File: src/rtl/bt_uart_rx.sv
// rtl/bt_uart_rx.sv - 8N1 UART receiver presenting each command byte on blue_data for a hold window
module bt_uart_rx #(
    parameter int CLK_FREQ    = 100000000,
    parameter int BAUD        = 9600,
    parameter int HOLD_CYCLES = 1000000
) (
    input  logic       clk,
    input  logic       rst_n,
    input  logic       rx,
    output logic [7:0] blue_data,
    output logic       byte_valid,
    output logic       frame_err,
    output logic       busy
);

    localparam int DIV = CLK_FREQ / (BAUD * 16);
    localparam int DW  = (DIV > 1) ? $clog2(DIV) : 1;
    localparam int HW  = (HOLD_CYCLES > 1) ? $clog2(HOLD_CYCLES + 1) : 1;

    typedef enum logic [2:0] {
        S_IDLE,
        S_START,
        S_DATA,
        S_STOP,
        S_ACCEPT,
        S_BREAK
    } state_t;

    state_t          state;
    state_t          state_nxt;
    logic            rx_m;
    logic            rx_s;
    logic            rx_d;
    logic [DW-1:0]   div_cnt;
    logic            tick;
    logic [3:0]      os_cnt;
    logic            smp7;
    logic            smp8;
    logic            maj;
    logic            mid;
    logic            bit_end;
    logic            fall;
    logic [2:0]      bit_idx;
    logic [7:0]      shreg;
    logic [HW-1:0]   hold_cnt;
    logic            shift_en;
    logic            load;
    logic            ferr;

    // os_cnt counts ticks already seen in the current bit, so a tick with
    // os_cnt==k is tick number k+1: samples on ticks 7/8/9 sit around mid-bit
    // and the tick that wraps 15->0 closes the bit.
    assign tick    = (state != S_IDLE) && (div_cnt == DW'(DIV - 1));
    assign mid     = tick && (os_cnt == 4'd8);
    assign bit_end = tick && (os_cnt == 4'd15);
    assign maj     = (smp7 & smp8) | (smp7 & rx_s) | (smp8 & rx_s);
    assign fall    = rx_d & ~rx_s;
    assign busy    = (state != S_IDLE);

    // Two-flop synchronizer plus one delayed copy for start-edge detection
    always_ff @(posedge clk or negedge rst_n) begin
        if (!rst_n) begin
            rx_m <= 1'b1;
            rx_s <= 1'b1;
            rx_d <= 1'b1;
        end else begin
            rx_m <= rx;
            rx_s <= rx_m;
            rx_d <= rx_s;
        end
    end

    // State register
    always_ff @(posedge clk or negedge rst_n) begin
        if (!rst_n) begin
            state <= S_IDLE;
        end else begin
            state <= state_nxt;
        end
    end

    // Next-state and datapath strobes
    always_comb begin
        state_nxt = state;
        shift_en  = 1'b0;
        load      = 1'b0;
        ferr      = 1'b0;
        case (state)
            S_IDLE: begin
                if (fall) begin
                    state_nxt = S_START;
                end
            end
            S_START: begin
                if (mid && maj) begin
                    state_nxt = S_IDLE;
                end else if (bit_end) begin
                    state_nxt = S_DATA;
                end
            end
            S_DATA: begin
                shift_en = mid;
                if (bit_end && (bit_idx == 3'd7)) begin
                    state_nxt = S_STOP;
                end
            end
            S_STOP: begin
                if (mid) begin
                    if (maj) begin
                        load      = 1'b1;
                        state_nxt = S_ACCEPT;
                    end else begin
                        ferr      = 1'b1;
                        state_nxt = S_BREAK;
                    end
                end
            end
            S_ACCEPT: begin
                state_nxt = S_IDLE;
            end
            S_BREAK: begin
                if (rx_s) begin
                    state_nxt = S_IDLE;
                end
            end
            default: begin
                state_nxt = S_IDLE;
            end
        endcase
    end

    // Oversample divider and per-bit tick counter, held at zero while idle
    // so the first tick is phase-aligned to the start edge
    always_ff @(posedge clk or negedge rst_n) begin
        if (!rst_n) begin
            div_cnt <= '0;
            os_cnt  <= '0;
        end else if (state == S_IDLE) begin
            div_cnt <= '0;
            os_cnt  <= '0;
        end else if (tick) begin
            div_cnt <= '0;
            os_cnt  <= os_cnt + 4'd1;
        end else begin
            div_cnt <= div_cnt + 1'b1;
        end
    end

    // Mid-bit samples, bit index and LSB-first shift register
    always_ff @(posedge clk or negedge rst_n) begin
        if (!rst_n) begin
            smp7    <= 1'b1;
            smp8    <= 1'b1;
            bit_idx <= '0;
            shreg   <= '0;
        end else begin
            if (tick && (os_cnt == 4'd6)) begin
                smp7 <= rx_s;
            end
            if (tick && (os_cnt == 4'd7)) begin
                smp8 <= rx_s;
            end
            if (state == S_START) begin
                bit_idx <= '0;
            end else if ((state == S_DATA) && bit_end) begin
                bit_idx <= bit_idx + 3'd1;
            end
            if (shift_en) begin
                shreg <= {maj, shreg[7:1]};
            end
        end
    end

    // Output pulses and hold window; a new byte wins over the expiry clear
    always_ff @(posedge clk or negedge rst_n) begin
        if (!rst_n) begin
            blue_data  <= 8'h00;
            byte_valid <= 1'b0;
            frame_err  <= 1'b0;
            hold_cnt   <= '0;
        end else begin
            byte_valid <= load;
            frame_err  <= ferr;
            if (load) begin
                blue_data <= shreg;
                hold_cnt  <= HW'(HOLD_CYCLES);
            end else if (hold_cnt != '0) begin
                hold_cnt <= hold_cnt - 1'b1;
                if (hold_cnt == HW'(1)) begin
                    blue_data <= 8'h00;
                end
            end
        end
    end

endmodule

File: config.mk
export PLATFORM = sky130hd
export DESIGN_NAME = bt_uart_rx
export DESIGN_NICKNAME = d
export VERILOG_FILES = /design/src/rtl/bt_uart_rx.sv
export SDC_FILE = /design/constraint.sdc
export NUM_CORES = 1
export LEC_CHECK = 0
export ABC_AREA = 1
export CAP_MARGIN = 20
export CORE_MARGIN = 2
export CORE_UTILIZATION = 50
export DETAILED_ROUTE_END_ITERATION = 12
export GPL_TIMING_DRIVEN = 0
export HOLD_SLACK_MARGIN = 0.15
export PLACE_DENSITY = 0.68
export SYNTH_ARGS = -nofsm -noshare
export SYNTH_HDL_FRONTEND = slang
export SYNTH_SLANG_ARGS = --single-unit
File: constraint.sdc
create_clock -name clk -period 2.5 [get_ports clk]
set_input_delay 0.375 -clock clk [delete_from_list [all_inputs] [get_ports clk]]
set_output_delay 0.375 -clock clk [all_outputs]
set_load 0.02 [all_outputs]
After elaboration in Yosys (flattened, before gate mapping). Cells that the tools add are included.

Flip-flop bits (word level): 63. Input port bits: 3. Output and inout port bits: 11. Logic and storage cells: 84.

$add $sub $neg: 4. Equality and inequality tests: 16. Muxes and demuxes: 26. Bitwise gates (word level): 7. Reductions and logical operators: 17.

Operator list (number): $mux 20 (2); $mux 3 (8); $mux 8 (3); $eq 20x1->1 const B (1); $mux 10 (2); $reduce_bool 20->1 (1); $sub 20x1->20 const B (1); $pmux 3 s5 (1); $add 10x1->10 const B (1); $eq 10x10->1 const B (1); $eq 4x3->1 const B (2); $eq 4x4->1 const B (2); $logic_and 1x1->1 (8); $mux 1 (8); $mux 4 (2); $ne 2x2->1 const B (4); $reduce_bool 2->1 (4); $eq 3x2->1 const B (2); $eq 3x3->1 const B (2); $reduce_and 5->1 (1); $add 4x1->4 const B (1); $and 1x1->1 (4); $add 3x1->3 const B (1); $eq 3x1->1 const B (1); other kinds (6) (7).

Depth between registers and ports, before layout. Gate-level depths: netlist (run 1).

Depth in word-level cells: 8. Depth in mapped cells: 12. Gate-level depth less buffers: 12.

Least setup slack after synthesis (run 1). Ideal clock, no wire load.

Kind: reg-to-reg. Start point: reg div_cnt[0]. End point: reg blue_data[2]. Library setup time: 0.119 ns. Arrival time: 1.575 ns. Data required time: 2.381 ns. Path slack: 0.806 ns. Stages on the path, launching flop included: 13. Path buffers: 1. Period minus slack after synthesis: 1.694 ns. Cells stage by stage: dfrtp_1 > inv_1 > ha_1 > inv_1 > nor2_1 > nand3_2 > nor2_4 > nand4_4 > nor2_8 > inv_4 > buf_6 > nand3_1 > nand2_1.

Cells in the longest elaborated chain, start to end: 7.

RTL lines: from (decl) (line 34) `logic [DW-1:0] div_cnt;`; from (signal assigned) (line 145) `div_cnt <= div_cnt + 1'b1;`; $eq 10x10->1 (*) (line 53) `assign tick = (state != S_IDLE) && (div_cnt == DW'(DIV - 1));`; $logic_and 1x1->1 (*) (line 53); $logic_and 1x1->1 (*) (line 54) `assign mid = tick && (os_cnt == 4'd8);`; $mux 1 (*) (line 108) `if (mid) begin`; $mux 1 (*) (line 88) `case (state)`; $reduce_bool 2->1 (no line); $reduce_and 2->1 (no line); to (signal assigned) (line 185) `blue_data <= shreg;`; to (decl) (line 10) `output logic [7:0] blue_data,`.

Every way passes the cells marked *; elsewhere a longest branch is shown, timed or not. A chain may end at the register's enable or synchronous reset.

Worst setup path after layout (run 1).
Start point: reg state[0]. End point: out busy.

Cells in the longest elaborated chain, start to end: 1.

RTL lines: from (decl) (line 29) `state_t state;`; from (signal assigned) (line 78) `state <= state_nxt;`; $reduce_bool 3->1 (line 58) `assign busy = (state != S_IDLE);`; to (decl) (line 13) `output logic busy`.

No other way between the ends.

==> impl_metrics.toml, run 1 <==
[place]
placed_cells = 486
place_hpwl_um = 4498
io_buffers = 13
postPlaceCellArea_um2 = 3487
gp_congestion = 0.8453

[worst_setup_path]
start_kind = "flip-flop"
crit_arrival_ns = 1.69
path_class = "flip-flop to output pin"
crit_required_ns = 2.12
endpoint_kind = "output pin"
worstPathMaxFanout = 9

[synthesis]
synth_top_family_by_area = "simple AND/OR/NAND/NOR gates"
ys_seq_area_frac = 0.4850
synthXorXnorAreaFrac = 0.02684
synth_nets = 409
synth_area_per_cell_um2 = 8.240
synth_compound_area_frac = 0.05752
ys_types = 30
synthSimpleGateAreaFrac = 0.3305
synthMuxAreaShare = 0
syn_inst = 396
ys_warn_count = 0
ys_seq_elements = 63
synthAdderAreaFrac = 0.03834
netlist_area_um2 = 3263

[timing]
period_share = 0.8277
setup-violations-final = 0
final_hold_viol_count = 0
tns_ns = 0
drv_slew = 0
tightestPinTransition_ns = 0.7864
max_slew_margin = 0.4757
fmax_mhz = 483.3
rsz0062_at_grt = "no"
finalClockSkew_ns = 0.005097
finalCriticalPeriod_ns = 2.069

[global_routing]
global_route.overflow_total = 0
track_usage = 0.1990
antenna_found_initial = 0
grt_pass1_wl_um = 11370
grt_pass1_vias = 2545
grt_max_degree = 64

[clock_network]
cts_setup_buffers = 0
insertion_delay_ns = 0.34
clock-root-buffer = "clkbuf_8"
cts.clk_slew.worst_paths_ns = 0.07
cts_buffers = 9
cts_resized = 0
clockBufferDepth = 2
htreeDepth = 3
cts_hold_repair.buffers = 1
cts_tree = "built"
cts.sinks = 63

[cells_and_area]
drive_gt1_frac = 0.1056
num_antenna_cells = 0
nets = 434
postLayoutCellArea_um2 = 3680
finalNonFillerCells = 503
area_growth_pct = 12.77

[die]
fp-row-count = 29
start_util = 0.5168
chipHeight_um = 84.79
core_um2 = 6314
pin_count = 14
dieWidth_um = 84.79
die_area_um2 = 7189

[power_and_ir_drop]
peakVddDrop_mv = 0.4189
p_leak_nw = 1.892
p_per_area_nw_per_um2 = 647.7

[routing]
wl_per_cell_um = 12.48
ant_nets = 0
vias = 2630
drt-total-wl_um = 6276
first_pass_iters = 4
route.detailed.drc = 0
vias_per_cell = 5.229
drt-initial-drc-count = 123

[worst_hold_path]
hold_class = "flip-flop to flip-flop"

[run_status]
outcome = "completed"

[job]
cap_violations = 0
## stage by stage
| step | hold WS (ns) | total power, W | util | worst slack, ns |
|---|---|---|---|---|
| CTS | 0.3613 | 0.002418 | 0.5828 | 0.4207 |
| global placement | 0.3480 | 0.001595 | 0.5527 | -0.9971 |
| finish | 0.3597 | 0.002384 | 0.5828 | 0.4308 |
| global route | 0.3657 | 0.002537 | 0.5828 | 0.3051 |
| floorplan | 0.07941 | 0.001462 | - | 0.8064 |
| detailed placement | 0.3510 | 0.001596 | 0.5523 | 0.5553 |
## power by group
group          switching, W  total, W  internal [W]
Sequential        0.0000542   0.00113       0.00107
Combinational      0.000321  0.000449      0.000128
Clock              0.000421  0.000810      0.000389
Total              0.000795   0.00238       0.00159
## cell usage in the layout (no fill, tap or decap), types with 2 or more instances in the layout
cell,netlist,routed
dfstp_2,5,5
nand3_1,42,42
nand2_2,2,2
clkdlybuf4s50_1,0,12
o21ai_0,14,14
clkinvlp_4,0,3
nor3_2,2,2
buf_6,2,2
clkbuf_8,0,10
nor2_4,2,2
a21oi_1,14,14
xor2_1,5,5
nor4_1,4,4
xnor2_1,5,5
ha_1,10,10
dfrtp_1,58,58
inv_1,41,41
nand4_1,10,10
nand2_1,93,93
inv_2,5,5
nor2_2,2,2
nand3_2,2,2
nor3_1,12,12
o21ai_1,3,3
o211ai_2,2,2
nor2_1,49,49
nand3b_1,4,4
nor3b_1,3,3
## critical path, stage by stage, from the launching register on
cell and delay (ns):
dfrtp_1 0.41, inv_1 0.10, nand2_2 0.20, clkdlybuf4s50_1 0.65
## flip-flops by register name (all words and copies together), names as in the netlist
name / flops
blue_data: 8
smp8: 1
div_cnt: 10
smp7: 1
shreg: 8
hold_cnt: 20
state: 3
bit_idx: 3
rx_s: 1
rx_d: 1
byte_valid: 1
os_cnt: 4
frame_err: 1
rx_m: 1
## synth_stat cells
master | n | share of area
nand2_1 | 93 | 0.11
dfrtp_1 | 58 | 0.44
nor2_1 | 49 | 0.056
nand3_1 | 42 | 0.064
inv_1 | 41 | 0.047
a21oi_1 | 14 | 0.021
o21ai_0 | 14 | 0.021
nor3_1 | 12 | 0.018
ha_1 | 10 | 0.038
nand4_1 | 10 | 0.019
dfstp_2 | 5 | 0.040
inv_2 | 5 | 0.0058
xnor2_1 | 5 | 0.013
xor2_1 | 5 | 0.013
nand3b_1 | 4 | 0.0092
nor4_1 | 4 | 0.0077
nor3b_1 | 3 | 0.0069
o21ai_1 | 3 | 0.0046
buf_6 | 2 | 0.0069
nand2_2 | 2 | 0.0038
nand3_2 | 2 | 0.0061
nor2_2 | 2 | 0.0038
nor2_4 | 2 | 0.0069
nor3_2 | 2 | 0.0061
o211ai_2 | 2 | 0.0077
inv_4 | 1 | 0.0019
nand4_4 | 1 | 0.0065
nor2_8 | 1 | 0.0061
o31ai_1 | 1 | 0.0023
or2_2 | 1 | 0.0019
## area by class of cell
cell class,count,area (um2)
repair buffers,14,137.6
flip-flops and latches,63,1583
plain buffers,2,22.52
well taps,77,96.34
clock inverters,6,45.04
inverters,47,178.9
clock buffers,10,137.6
multi-input cells,284,1479
fillers,575,2634
## worst paths after layout
path / startpoint / endpoint / slack (ns) / depth (start not counted)
setup / recovery: state[0]$_DFFE_PN0P_ / busy / 0.43 / 3
hold / removal: rx_m$_DFF_PN1_ / rx_s$_DFF_PN1_ / 0.36 / 0
setup reg to reg: div_cnt[0]$_DFF_PN0_ / blue_data[2]$_DFFE_PN0P_ / 0.57 / 12
hold reg to reg: rx_m$_DFF_PN1_ / rx_s$_DFF_PN1_ / 0.36 / 0
max in group asynchronous: rst_n / div_cnt[9]$_DFF_PN0_ / 1.33 / 2
min in group asynchronous: rst_n / hold_cnt[1]$_DFFE_PN0P_ / 0.64 / 2
## logic make-up (layout without fill, tap and decap cells)
family	Yosys count	in the layout
xor gates and xnor gates	10	10
DFF	63	63
AOI/OAI and AO/OA	34	34
adders and majority gates	10	10
and+or+nand+nor	230	230
buffers and inverters	49	79
## per-layer routing
metal	GRT usage	up-vias	share of wire
li1	-	1348	-
met1	0.2628	1230	0.48
met2	0.3157	43	0.46
met3	0.05506	9	0.040
met4	0.07215	0	0.016
met5	0	-	0
Note: power is estimated with default switching activity, not from simulation.
==> run 2, diff against run 1 <==
--- a/config.mk
+++ b/config.mk
@@ -12,7 +12,7 @@
 export DETAILED_ROUTE_END_ITERATION = 12
 export GPL_TIMING_DRIVEN = 0
 export HOLD_SLACK_MARGIN = 0.15
-export PLACE_DENSITY = 0.68
+export PLACE_DENSITY = 0.7
 export SYNTH_ARGS = -nofsm -noshare
 export SYNTH_HDL_FRONTEND = slang
 export SYNTH_SLANG_ARGS = --single-unit
==> constraint.sdc (replaced) <==
create_clock -name clk -period 1.9 [get_ports clk]
set_input_delay 0.285 -clock clk [delete_from_list [all_inputs] [get_ports clk]]
set_output_delay 0.285 -clock clk [all_outputs]
set_load 0.02 [all_outputs]
==> impl_metrics.toml, run 2 (synthesis results as in run 1) <==
[clock_network]
cts_tree = "built"
clockBufferDepth = 2
cts.sinks = 63
cts_buffers = 9
htreeDepth = 3
insertion_delay_ns = 0.35
clock-root-buffer = "clkbuf_8"
cts.clk_slew.worst_paths_ns = 0.08

[routing]
vias = 2657
first_pass_iters = 4
route.detailed.drc = 0
drt-total-wl_um = 6434
vias_per_cell = 5.179
wl_per_cell_um = 12.54
ant_nets = 0
drt-initial-drc-count = 84

[cells_and_area]
regArea_um2 = 1583
area_growth_pct = 19.82
num_antenna_cells = 0
regMostFlops = "hold_cnt"
drive_gt1_frac = 0.1514
nets = 444
nFillCells = 548
reg.largest.list = "hold_cnt (20), div_cnt (10)"
multi_input_area_um2 = 1556
layout_commonest_cell = "nand2_1"
mostFrequentLayoutCells = "nand2_1 (93), dfrtp_1 (58), nor2_1 (44), inv_1 (40), nand3_1 (40)"
final_core_util = 0.6193
largest_reg_flops = 20

[timing]
finalClockSkew_ns = 0.01026
setup-violations-final = 0
fmax_mhz = 565.6
max_slew_margin = 0.5232
finalCriticalPeriod_ns = 1.768
tns_ns = 0
final_hold_viol_count = 0
drv_slew = 0
period_share = 0.9306
tightestPinTransition_ns = 0.7153
rsz0062_at_grt = "yes"

[power_and_ir_drop]
p_total_w = 0.003491
p_leak_nw = 2.022
p_per_area_nw_per_um2 = 892.9
peakVddDrop_mv = 0.5935

[die]
fp-row-count = 29
chipHeight_um = 84.79
pin_count = 14
dieWidth_um = 84.79
die_area_um2 = 7189
core_um2 = 6314
start_util = 0.5168

[place]
io_buffers = 13
gp_congestion = 0.8033
place_hpwl_um = 4551

[global_routing]
global_route.overflow_total = 0
grt_pass1_wl_um = 11330
antenna_found_initial = 0
grt_max_degree = 33
track_usage = 0.1985
grt_pass1_vias = 2526

[worst_setup_path]
endpoint_kind = "flip-flop"
path_class = "flip-flop to flip-flop"
start_kind = "flip-flop"
crit_required_ns = 2.15
worstPathMaxFanout = 8
crit_arrival_ns = 2.01

[worst_hold_path]
hold_class = "input pin to flip-flop"

[job]
cap_violations = 0

[run_status]
outcome = "completed"
==> run 2: worst paths after layout <==
kind	slack, ns	endpoint	depth (start not counted)	from
hold / removal	0.34	rx_m$_DFF_PN1_	1	rx
hold reg to reg	0.36	rx_s$_DFF_PN1_	0	rx_m$_DFF_PN1_
max in group asynchronous	0.76	blue_data[7]$_DFFE_PN0P_	3	rst_n
min in group asynchronous	0.53	byte_valid$_DFF_PN0_	2	rst_n
setup / recovery	0.13	blue_data[6]$_DFFE_PN0P_	12	div_cnt[0]$_DFF_PN0_
setup reg to reg	0.13	blue_data[6]$_DFFE_PN0P_	12	div_cnt[0]$_DFF_PN0_
==> run 2: area by class of cell <==
class | count | area share
plain buffers | 2 | 0.006720
well taps | 77 | 0.02464
repair buffers | 24 | 0.06112
multi-input cells | 284 | 0.3981
clock buffers | 9 | 0.03168
inverters | 47 | 0.04640
clock inverters | 7 | 0.02656
flip-flops and latches | 63 | 0.4048
==> run 2: worst max-delay path, cell delays in order (launching register included) <==
cell,delay (ns)
dfrtp_1,0.41
inv_1,0.07
ha_1,0.15
inv_2,0.05
nor2_4,0.10
nand3_2,0.09
nor2_4,0.17
nand4_4,0.14
nor2_8,0.17
inv_6,0.07
buf_8,0.13
nand3_1,0.06
nand2_1,0.06
==> run 2: stage by stage <==
step / cells / worst slack, ns / instance area [um2] / hold slack, ns
2_1_floorplan: 396 / 0.2064 / 3263 / -0.01059
3_3_place_gp: 486 / -1.492 / 3490 / 0.3462
3_5_place_dp: 487 / -0.01341 / 3505 / 0.3491
4_1_cts: 506 / 0.01083 / 3756 / 0.3250
5_1_grt: 513 / -0.008660 / 3910 / 0.3417
6_report: 513 / 0.1319 / 3910 / 0.3381
==> run 2: routing by layer <==
layer / vias to the layer above / part of all wire / global-route usage
met3: 13 / 0.028 / 0.04720
met1: 1231 / 0.49 / 0.2624
met2: 39 / 0.47 / 0.3142
li1: 1374 / - / -
met4: 0 / 0.017 / 0.08369
met5: - / 0 / 0
==> run 2: repair_timing <==
item,4_1_cts,5_1_grt
setup buffers,2,6
hold endpoints to repair,26,0
gates cloned,0,1
hold buffers,1,0
endpoints found under the setup margin,6,35
resized for setup,1,20
pin swaps,1,5
==> run 2: report_power, final <==
part | internal (W) | switching, W | total, W
sequential | 0.00141 | 0.0000773 | 0.00149
clock | 0.000756 | 0.000591 | 0.00135
combinational | 0.000194 | 0.000464 | 0.000658
total | 0.00236 | 0.00113 | 0.00349
==> run 3, diff against run 2 <==
--- a/config.mk
+++ b/config.mk
@@ -10,9 +10,10 @@
 export CORE_MARGIN = 2
 export CORE_UTILIZATION = 50
 export DETAILED_ROUTE_END_ITERATION = 12
+export DONT_BUFFER_PORTS = 1
 export GPL_TIMING_DRIVEN = 0
 export HOLD_SLACK_MARGIN = 0.15
-export PLACE_DENSITY = 0.7
+export PLACE_DENSITY = 0.68
 export SYNTH_ARGS = -nofsm -noshare
 export SYNTH_HDL_FRONTEND = slang
 export SYNTH_SLANG_ARGS = --single-unit
==> impl_metrics.toml, run 3 (synthesis results as in run 1) <==
[job]
cap_violations = 0

[die]
chipHeight_um = 84.79
die_area_um2 = 7189
start_util = 0.5168
dieWidth_um = 84.79
pin_count = 14
core_um2 = 6314
fp-row-count = 29

[global_routing]
antenna_found_initial = 0
grt_pass1_vias = 2597
grt_max_degree = 64
global_route.overflow_total = 0
grt_pass1_wl_um = 11850
track_usage = 0.2067

[power_and_ir_drop]
share_seq_of_total_power = 0.424
p_sw_w = 0.001138
p_leak_nw = 1.987
p_per_area_nw_per_um2 = 913.7
clkPwrFrac = 0.384
p_comb_frac = 0.192
peakVddDrop_mv = 0.6845
internal-power_w = 0.002385
p_sw_frac = 0.3230

[cells_and_area]
area_growth_pct = 18.17
nFillCells = 555
num_antenna_cells = 0
largest_reg_flops = 20
regMostFlops = "hold_cnt"
mostFrequentLayoutCells = "nand2_1 (93), dfrtp_1 (58), nor2_1 (43), inv_1 (40), nand3_1 (35)"
nets = 433
postLayoutCellArea_um2 = 3856
drive_gt1_frac = 0.1741
reg.largest.list = "hold_cnt (20), div_cnt (10)"
final_core_util = 0.6108
layout_commonest_cell = "nand2_1"

[worst_setup_path]
critPathTopFamily = "simple AND/OR/NAND/NOR gates"
r2r-end = "hold_cnt[5]$_DFFE_PN0P_"
crit_top_cell = "nor2_1"
reg2reg_depth = 7
max_stage_delay_ns = 0.41
start_kind = "flip-flop"
reg2reg_slack_ns = 0.09
worstPathMaxFanout = 9
endpoint_kind = "flip-flop"
reg2reg_from = "hold_cnt[17]$_DFFE_PN0P_"
path_class = "flip-flop to flip-flop"
crit_required_ns = 2.14
worstPathCellList = "nor2_1 > nand3_1 > nor2_1 > nand3_2 > nand3_1 > xor2_1 > nor2_1"
cpMaxStageDelayCell = "dfrtp_1"
worst-path-stages = 7
critPathBufInv = 0
crit_arrival_ns = 2.05

[clock_network]
clock-root-buffer = "clkbuf_8"
cts.sinks = 63
cts_buffers = 9
clockBufferDepth = 2
cts_tree = "built"
cts.clk_slew.worst_paths_ns = 0.08
insertion_delay_ns = 0.35
htreeDepth = 3

[run_status]
outcome = "completed"

[routing]
wl_met3_um = 267
vias = 2698
wl_met2_um = 3378
drt-initial-drc-count = 122
drt-total-wl_um = 6871
vias_per_cell = 5.375
top_layer = "met4"
ant_nets = 0
met1Wirelength_um = 3082
wl_per_cell_um = 13.69
first_pass_iters = 4
route.detailed.drc = 0

[worst_hold_path]
min_from = "rx_m$_DFF_PN1_"
hold_class = "flip-flop to flip-flop"
holdPathEnd = "rx_s$_DFF_PN1_"
min_path_cells = 0

[timing]
max_slew_margin = 0.5155
final_hold_viol_count = 0
drv_slew = 0
tightestPinTransition_ns = 0.7201
period_share = 0.9523
rsz0062_at_grt = "yes"
setup-violations-final = 0
fmax_mhz = 552.7
finalCriticalPeriod_ns = 1.809
finalClockSkew_ns = 0.01090

[place]
io_buffers = 0
postPlaceCellArea_um2 = 3359
place_hpwl_um = 4530
gp_congestion = 0.8377
run 3: layout make-up:
type / instances / area [um2] / share of cell area
Inverter: 47 / 181.4 / 0.04705
Clock inverter: 6 / 92.59 / 0.02401
Buffer: 2 / 26.28 / 0.006814
Multi-Input combinational cell: 284 / 1592 / 0.4127
Timing Repair Buffer: 13 / 147.6 / 0.03829
Clock buffer: 10 / 137.6 / 0.03569
Sequential cell: 63 / 1583 / 0.4104
Tap cell: 77 / 96.34 / 0.02498
run 3: repair_timing:
action | CTS | global route
hold endpoints to repair | 64 | 0
hold buffers | 3 | 0
cloned | 0 | 1
pin swaps | 3 | 11
buffers inserted | 4 | 5
endpoints found under the setup margin | 12 | 42
resized for setup | 2 | 29
run 3: how the worst max path moves through the flow:
stage / startpoint / endpoint / slack (ns)
global route: hold_cnt[10]$_DFFE_PN0P_ / hold_cnt[6]$_DFFE_PN0P_ / -0.1
finish: hold_cnt[17]$_DFFE_PN0P_ / hold_cnt[5]$_DFFE_PN0P_ / 0.09
CTS: div_cnt[0]$_DFF_PN0_ / blue_data[5]$_DFFE_PN0P_ / 0.02
floorplan: div_cnt[0]$_DFF_PN0_ / blue_data[2]$_DFFE_PN0P_ / 0.21
global placement: div_cnt[0]$_DFF_PN0_ / blue_data[2]$_DFFE_PN0P_ / -0.04
detailed placement: div_cnt[0]$_DFF_PN0_ / blue_data[2]$_DFFE_PN0P_ / -0.06
run 3: through the flow:
| stage | instances | setup WS, ns | total power, W | hold WS (ns) | TNS [ns] |
|---|---|---|---|---|---|
| 2_1_floorplan | 396 | 0.2064 | 0.001923 | -0.01059 | 0 |
| 3_3_place_gp | 473 | -0.03749 | 0.002036 | -0.009124 | -0.1660 |
| 3_5_place_dp | 473 | -0.05582 | 0.002049 | -0.008851 | -0.2568 |
| 4_1_cts | 496 | 0.01532 | 0.003440 | 0.3630 | 0 |
| 5_1_grt | 502 | -0.09837 | 0.003724 | 0.3654 | -0.8702 |
| 6_report | 502 | 0.09072 | 0.003523 | 0.3610 | 0 |
run 3: per-layer routing:
metal | global-route usage | vias to the layer above
met2 | 0.3286 | 54
li1 | - | 1345
met4 | 0.1111 | 0
met1 | 0.2668 | 1287
met3 | 0.04031 | 12
met5 | 0 | -
run 3: power by group through the flow:
stage,logic (W),clock network (W),registers [W]
CTS,0.000588,0.00137,0.00148
global route,0.000793,0.00143,0.00150
finish,0.000677,0.00135,0.00149
global placement,0.000534,0,0.00150
detailed placement,0.000540,0,0.00151
floorplan,0.000434,0,0.00149
